==> config.mk <==
export PLATFORM = sky130hd
export DESIGN_NAME = mux_n_to_1_scan
export DESIGN_NICKNAME = d
export VERILOG_FILES = /design/src/rtl/mux_n_to_1_scan.sv
export SDC_FILE = /design/constraint.sdc
export NUM_CORES = 1
export LEC_CHECK = 0
export ABC_AREA = 1
export CAP_MARGIN = 10
export CELL_PAD_IN_SITES_DETAIL_PLACEMENT = 1
export CELL_PAD_IN_SITES_GLOBAL_PLACEMENT = 1
export CORE_MARGIN = 2
export CORE_UTILIZATION = 32
export CTS_CLUSTER_DIAMETER = 60
export DETAILED_ROUTE_END_ITERATION = 6
export PLACE_DENSITY = 0.95
export SYNTH_ARGS = -nofsm -noshare
export SYNTH_HDL_FRONTEND = slang
export SYNTH_SLANG_ARGS = --single-unit
==> constraint.sdc <==
create_clock -name clk -period 2.4 [get_ports clk]
set_input_delay 0.36 -clock clk [delete_from_list [all_inputs] [get_ports clk]]
set_output_delay 0.36 -clock clk [all_outputs]
set_load 0.03 [all_outputs]
==> src/rtl/mux_n_to_1_scan.sv <==
// Registered N:1 channel selector with direct select or a free-running scan pointer.
// Latency: 1 cycle from data_in/sel to f, ch_out, valid_out; wrap is registered alongside.
// Backpressure: none; en=0 freezes every register and forces wrap low.
//
// Ports:
//   clk, rst   rising-edge clock, asynchronous active-high reset
//   data_in    CHANNELS packed words, channel k at [k*WIDTH +: WIDTH]
//   sel        direct-mode select / scan-mode load value
//   mode       0 = direct, 1 = scan
//   en         clock enable for all state
//   load       scan mode only: jump the pointer to sel
//   f          registered selected word
//   ch_out     channel index f came from
//   valid_out  f came from a legal channel
//   wrap       one-cycle pulse when the scan pointer wraps to 0
module mux_n_to_1_scan #(
    parameter int WIDTH    = 8,
    parameter int CHANNELS = 4,
    parameter int SEL_W    = 2,
    parameter int HOLD     = 3
) (
    input  logic                      clk,
    input  logic                      rst,
    input  logic [CHANNELS*WIDTH-1:0] data_in,
    input  logic [SEL_W-1:0]          sel,
    input  logic                      mode,
    input  logic                      en,
    input  logic                      load,
    output logic [WIDTH-1:0]          f,
    output logic [SEL_W-1:0]          ch_out,
    output logic                      valid_out,
    output logic                      wrap
);

    // Dwell counter needs at least one bit even when HOLD=1.
    localparam int DW_W = (HOLD > 1) ? $clog2(HOLD) : 1;
    localparam logic [DW_W-1:0]  DWELL_LAST = DW_W'(HOLD - 1);
    localparam logic [SEL_W-1:0] CH_LAST    = SEL_W'(CHANNELS - 1);

    logic [SEL_W-1:0] ptr;
    logic [DW_W-1:0]  dwell;
    logic             mode_q;

    logic [WIDTH-1:0] sel_dat;
    logic [WIDTH-1:0] ptr_dat;
    logic             sel_legal;

    // Explicit compare-and-pick so indices >= CHANNELS yield zero
    // rather than reading past the packed vector.
    function automatic logic [WIDTH-1:0] pick(input logic [CHANNELS*WIDTH-1:0] d,
                                              input logic [SEL_W-1:0]          idx);
        logic [WIDTH-1:0] r;
        r = '0;
        for (int k = 0; k < CHANNELS; k++) begin
            if (idx == SEL_W'(k)) begin
                r = d[k*WIDTH +: WIDTH];
            end
        end
        return r;
    endfunction

    function automatic logic is_legal(input logic [SEL_W-1:0] idx);
        logic r;
        r = 1'b0;
        for (int k = 0; k < CHANNELS; k++) begin
            if (idx == SEL_W'(k)) begin
                r = 1'b1;
            end
        end
        return r;
    endfunction

    always_comb begin
        sel_dat   = pick(data_in, sel);
        ptr_dat   = pick(data_in, ptr);
        sel_legal = is_legal(sel);
    end

    always_ff @(posedge clk or posedge rst) begin
        if (rst) begin
            f         <= '0;
            ch_out    <= '0;
            valid_out <= 1'b0;
            wrap      <= 1'b0;
            ptr       <= '0;
            dwell     <= '0;
            mode_q    <= 1'b0;
        end else if (en) begin
            mode_q <= mode;
            if (!mode) begin
                // Direct mode; also covers the scan->direct exit edge.
                f         <= sel_legal ? sel_dat : '0;
                ch_out    <= sel;
                valid_out <= sel_legal;
                wrap      <= 1'b0;
                ptr       <= '0;
                dwell     <= '0;
            end else begin
                // Output always reflects the pointer value before this edge.
                f         <= ptr_dat;
                ch_out    <= ptr;
                valid_out <= 1'b1;
                if (!mode_q) begin
                    // Mode entry restarts the scan from channel 0.
                    ptr   <= '0;
                    dwell <= '0;
                    wrap  <= 1'b0;
                end else if (load) begin
                    ptr   <= sel_legal ? sel : '0;
                    dwell <= '0;
                    wrap  <= 1'b0;
                end else if (dwell == DWELL_LAST) begin
                    dwell <= '0;
                    if (ptr == CH_LAST) begin
                        ptr  <= '0;
                        wrap <= 1'b1;
                    end else begin
                        ptr  <= ptr + SEL_W'(1);
                        wrap <= 1'b0;
                    end
                end else begin
                    dwell <= dwell + DW_W'(1);
                    wrap  <= 1'b0;
                end
            end
        end else begin
            wrap <= 1'b0;
        end
    end

endmodule

### Yosys cells after proc, flatten, opt, wreduce, memory -nomap -nowiden

Index checks and enable logic that the tools add are counted.
Widths: inputs -> output; s select.

| storage, ports and cells | value |
|---|---|
| flip-flop bits (word level) | 17 |
| bits of input ports | 39 |

| operators by class | value |
|---|---|
| $add $sub $neg | 2 |
| equality and inequality tests | 8 |
| multiplexer cells | 32 |
| reduce and logical (&&, ||, !) cells | 3 |

Operators with widths:

| operator | number |
|---|---|
| $mux 8 | 10 |
| $mux 2 | 11 |
| $mux 1 | 11 |
| $eq 2x2->1 const B | 5 |
| $add 2x1->2 const B | 2 |
| $eq 2x1->1 const B | 2 |
| $logic_not 2->1 | 2 |
| $ne 4x3->1 const B | 1 |
| $reduce_and 2->1 | 1 |

### Depth between registers and ports, before layout

| logic depth | value |
|---|---|
| depth after elaboration | 9 |
| gate-level depth with buffers | 12 |
| depth with buffers taken out | 11 |

### Worst setup path after synthesis

OpenSTA, ideal clock, no wires.

| timing path | value |
|---|---|
| path type | register to register |
| from | register ptr[1] |
| to | register f[1] |
| library setup time | 117 ps |
| arrival | 1,250 ps |
| slack | 1,033 ps |
| cell stages (with the launch flop) | 13 |
| cell sequence | dfrtp_1 inv_1 ha_1 buf_2 inv_1 nand3_1 nand2_1 nand2_1 nand2_1 nand2_1 nand2_1 nand2_1 nand2_1 |

| between the ends | value |
|---|---|
| word-level cells in the longest chain between the ends | 6 |

Ends and longest elaborated chain:

| item | line | text |
|---|---|---|
| start: declaration | 40 | `logic [SEL_W-1:0] ptr;` |
| start signal: assignment | 109 | `ptr <= sel_legal ? sel : '0;` |
| start signal: assignment | 118 | `ptr <= ptr + SEL_W'(1);` |
| $logic_not 2->1 | 55 | `if (idx == SEL_W'(k)) begin` |
| $mux 8 (3 in a row) | 55 |  |
| $mux 8 (*) | 55 |  |
| $mux 8 (*) | 90 | `if (!mode) begin` |
| end signal: assignment | 92 | `f <= sel_legal ? sel_dat : '0;` |
| end signal: assignment | 100 | `f <= ptr_dat;` |
| end: declaration | 29 | `output logic [WIDTH-1:0] f,` |

Every way passes the cells marked *; elsewhere a longest branch is shown, timed or not.
A chain may end at the register's enable or synchronous reset.

### Worst setup path after layout

| timing path | value |
|---|---|
| from | input sel[1] |
| to | register f[6] |

| between the ends | value |
|---|---|
| word-level cells in the longest chain between the ends | 7 |

Ends and longest elaborated chain:

| item | line | text |
|---|---|---|
| start: declaration | 25 | `input logic [SEL_W-1:0] sel,` |
| $logic_not 2->1 | 55, 66 |  |
| $mux 8 / $mux 1 (equally long branches) (4 in a row) | 55, 66 |  |
| $mux 8 (*) | 92 |  |
| $mux 8 (*) | 90 |  |

Marks and branches as above.

==> metrics.cfg <==
[global_route]
grt_usage_pct = 19.08
grt_pass1_vias = 1785
grt_max_degree = 18
grt_overflow_total = 0
antenna_found_initial = 0
grt_first_pass_wirelength_um = 7941

[setup_path]
crit_path_end_kind = flip-flop
critPathLaunchType = primary input
crit_type = in2reg
slowest_stage = clkdlybuf4s50_1
slowest_delay_ps = 710
path_cells = clkdlybuf4s50_1 > nand2_1 > inv_2 > a21oi_1 > a21oi_1 > a21oi_1
cp_max_fo = 10
critPathRequiredTime_ps = 2530
cp.arrival_ps = 1920
cpMostUsedCell = a21oi_1

[layout]
final.fill_count = 590
final_nets = 333
syn_to_final_growth_pct = 38.67
final_layout_size_suffix_gt1_share_pct = 4.844
diodes = 0
stdcell_count = 341
final_area_mm2 = 0.002014

[yosys]
ys_top_cells_by_count = nand2_1 (106), a21oi_1 (26), inv_1 (24)
yosysTopAreaCellShare_pct = 29.29
yosys_warnings = 0
synth-compound-area-share_pct = 15.33
ys_types = 19
synthXorXnorAreaFrac_pct = 0
post-synth-top-count-cell = nand2_1
synth_top_family_by_area = simple AND/OR/NAND/NOR gates
synthArstFlopShare_pct = 100.0
synth.top_cells.by_area = dfrtp_1 (29%), nand2_1 (27%), a21oi_1 (9.0%), nand3_1 (6.5%), inv_1 (6.2%)
yosys.area_share.simple_pct = 39.53
synth_edf_count = 0
synth_area_mm2 = 0.001453
yosys.area_share.adder_pct = 3.445
ys_seq_area_share_pct = 29.29
yosys_register_bits = 17
syn_inst = 244
synth_fp_nets = 287
synthFlopType = dfrtp_1
synthMuxAreaShare_pct = 0
yosys.area.top_type = dfrtp_1
synth_area_per_cell_um2 = 5.953

[drt]
drtIter0Drc = 86
drc = 0
via_per_inst = 5.091
wire_per_inst_um = 13.45
routed_wl_um = 4585
first_pass_iters = 4
vias = 1736
drtAntennaViolNets = 0

[floorplanning]
die-area_mm2 = 0.005094
start_util_pct = 33.36
row_count = 24
die_x_um = 71.38
ios = 51
fp.coreArea_mm2 = 0.004354
fp.dieH_um = 71.38

[clock_tree]
post_cts_buffers = 0
clk_path_buf_depth = 2
cts_root_buf = clkbuf_8
ctsResizeCount = 0
h-tree-depth = 1
cts_tree = yes
holdBufCountCts = 0
cts_buffers = 3
clock_sinks = 17
clkLatencyLatePin_ps = 260
path_clk_slew_ps = 60

[timing]
setup_viol = 0
rsz0062_at_grt = false
maxSlewHeadroom_pct = 56.59
finalClockSkew_ps = 9.845
fmax_mhz = 557.3
hold_viol = 0
period_share_pct = 74.77
tightest_slew_ps = 650.4
holdWs_ps = 481.9
maxSlewViolCount = 0
finalSetupTns_ps = 0
finalCriticalPeriod_ps = 1794

[power_and_ir_drop]
peakVddDrop_v = 0.0002918
power.density_mw_per_mm2 = 471.0
leakagePower_nw = 1.037

[place]
gp_congestion = 0.8831
dp.cells = 337
port_buffers = 50
dpl.hpwl_um = 3700
dpl_cell_area_mm2 = 0.001968

[run_status]
outcome = finished clean

[worst_hold_path]
worstHoldPathType = reg2reg

[job]
drv_cap = 0

[cells by family (layout without fill, tap and decap cells)]
logic type,Yosys count,in the layout
and+or+nand+nor,140,140
AOI/OAI and AO/OA,44,44
buffers and inverters,39,84
DFF,17,17
adders and majority gates,4,4
[flip-flops by register name (all words and copies together), names as in the netlist]
register   flops
f              8
valid_out      1
wrap           1
ptr            2
ch_out         2
mode_q         1
dwell          2
[cell type report]
| cell class | instances | area [um2] | area share [%] |
|---|---|---|---|
| Multi-Input combinational cell | 188 | 847.1 | 42.05 |
| Timing Repair Buffer | 54 | 530.5 | 26.34 |
| Sequential cell | 17 | 425.4 | 21.12 |
| Inverter | 26 | 100.1 | 4.969 |
| Tap cell | 52 | 65.06 | 3.230 |
| Clock buffer | 3 | 41.29 | 2.050 |
| Clock inverter | 1 | 5.005 | 0.2484 |
[metal layers]
layer  vias to the layer above  wire, um  track usage [%]
li1                        858         -                -
met1                       844      1976            24.08
met2                        30      2401            34.47
met3                         4       169            3.094
met4                         0        38            3.564
met5                         -         0                0
[stage by stage]
stage               util [%]  power (mW)  setup WS (ps)
floorplan                  -      0.5679           1033
global placement       45.20      0.7331          453.6
detailed placement     45.20      0.7433          373.9
CTS                    46.26      0.9638          633.9
global route           46.26       1.025          505.1
finish                 46.26      0.9489          605.6
[power breakdown]
| group | switching (mW) | total (mW) | internal, mW |
|---|---|---|---|
| clock | 0.0985 | 0.214 | 0.115 |
| combinational | 0.226 | 0.398 | 0.172 |
| sequential | 0.0201 | 0.337 | 0.317 |
[placed cells by master, fill, tap and decap left out]
cell / synthesis / final
nand2_1: 106 / 106
nor2_1: 6 / 6
nand3_1: 19 / 19
or2_2: 4 / 4
inv_2: 1 / 1
a21oi_1: 26 / 26
nor4b_1: 1 / 1
clkbuf_8: 0 / 3
o21ai_1: 1 / 1
inv_1: 24 / 24
clkdlybuf4s50_1: 0 / 50
inv_4: 1 / 1
o21ai_0: 15 / 15
ha_1: 4 / 4
buf_4: 0 / 4
or2_0: 2 / 2
o22ai_1: 2 / 2
dfrtp_1: 17 / 17
clkinv_2: 0 / 1
nand4_1: 2 / 2
[critical path: cells and delay by family]
family,cells,cell delay (ps)
buffers and inverters,2,930
AOI/OAI and AO/OA,3,350
and+or+nand+nor,1,290
[worst paths after layout]
| check | start | endpoint | slack (ps) | depth (start not counted) |
|---|---|---|---|---|
| worst max-delay path | sel[1] | f[6]$_DFFE_PP0P_ | 610 | 6 |
| worst min-delay path | f[3]$_DFFE_PP0P_ | f[3]$_DFFE_PP0P_ | 480 | 2 |
| worst max register to register | ptr[0]$_DFFE_PP0P_ | f[3]$_DFFE_PP0P_ | 730 | 9 |
| worst min register to register | f[3]$_DFFE_PP0P_ | f[3]$_DFFE_PP0P_ | 480 | 2 |
| max in group asynchronous | rst | f[7]$_DFFE_PP0P_ | 1480 | 2 |
| min in group asynchronous | rst | wrap$_DFF_PP0_ | 490 | 2 |
No activity file was read; power rests on OpenSTA's default activity.
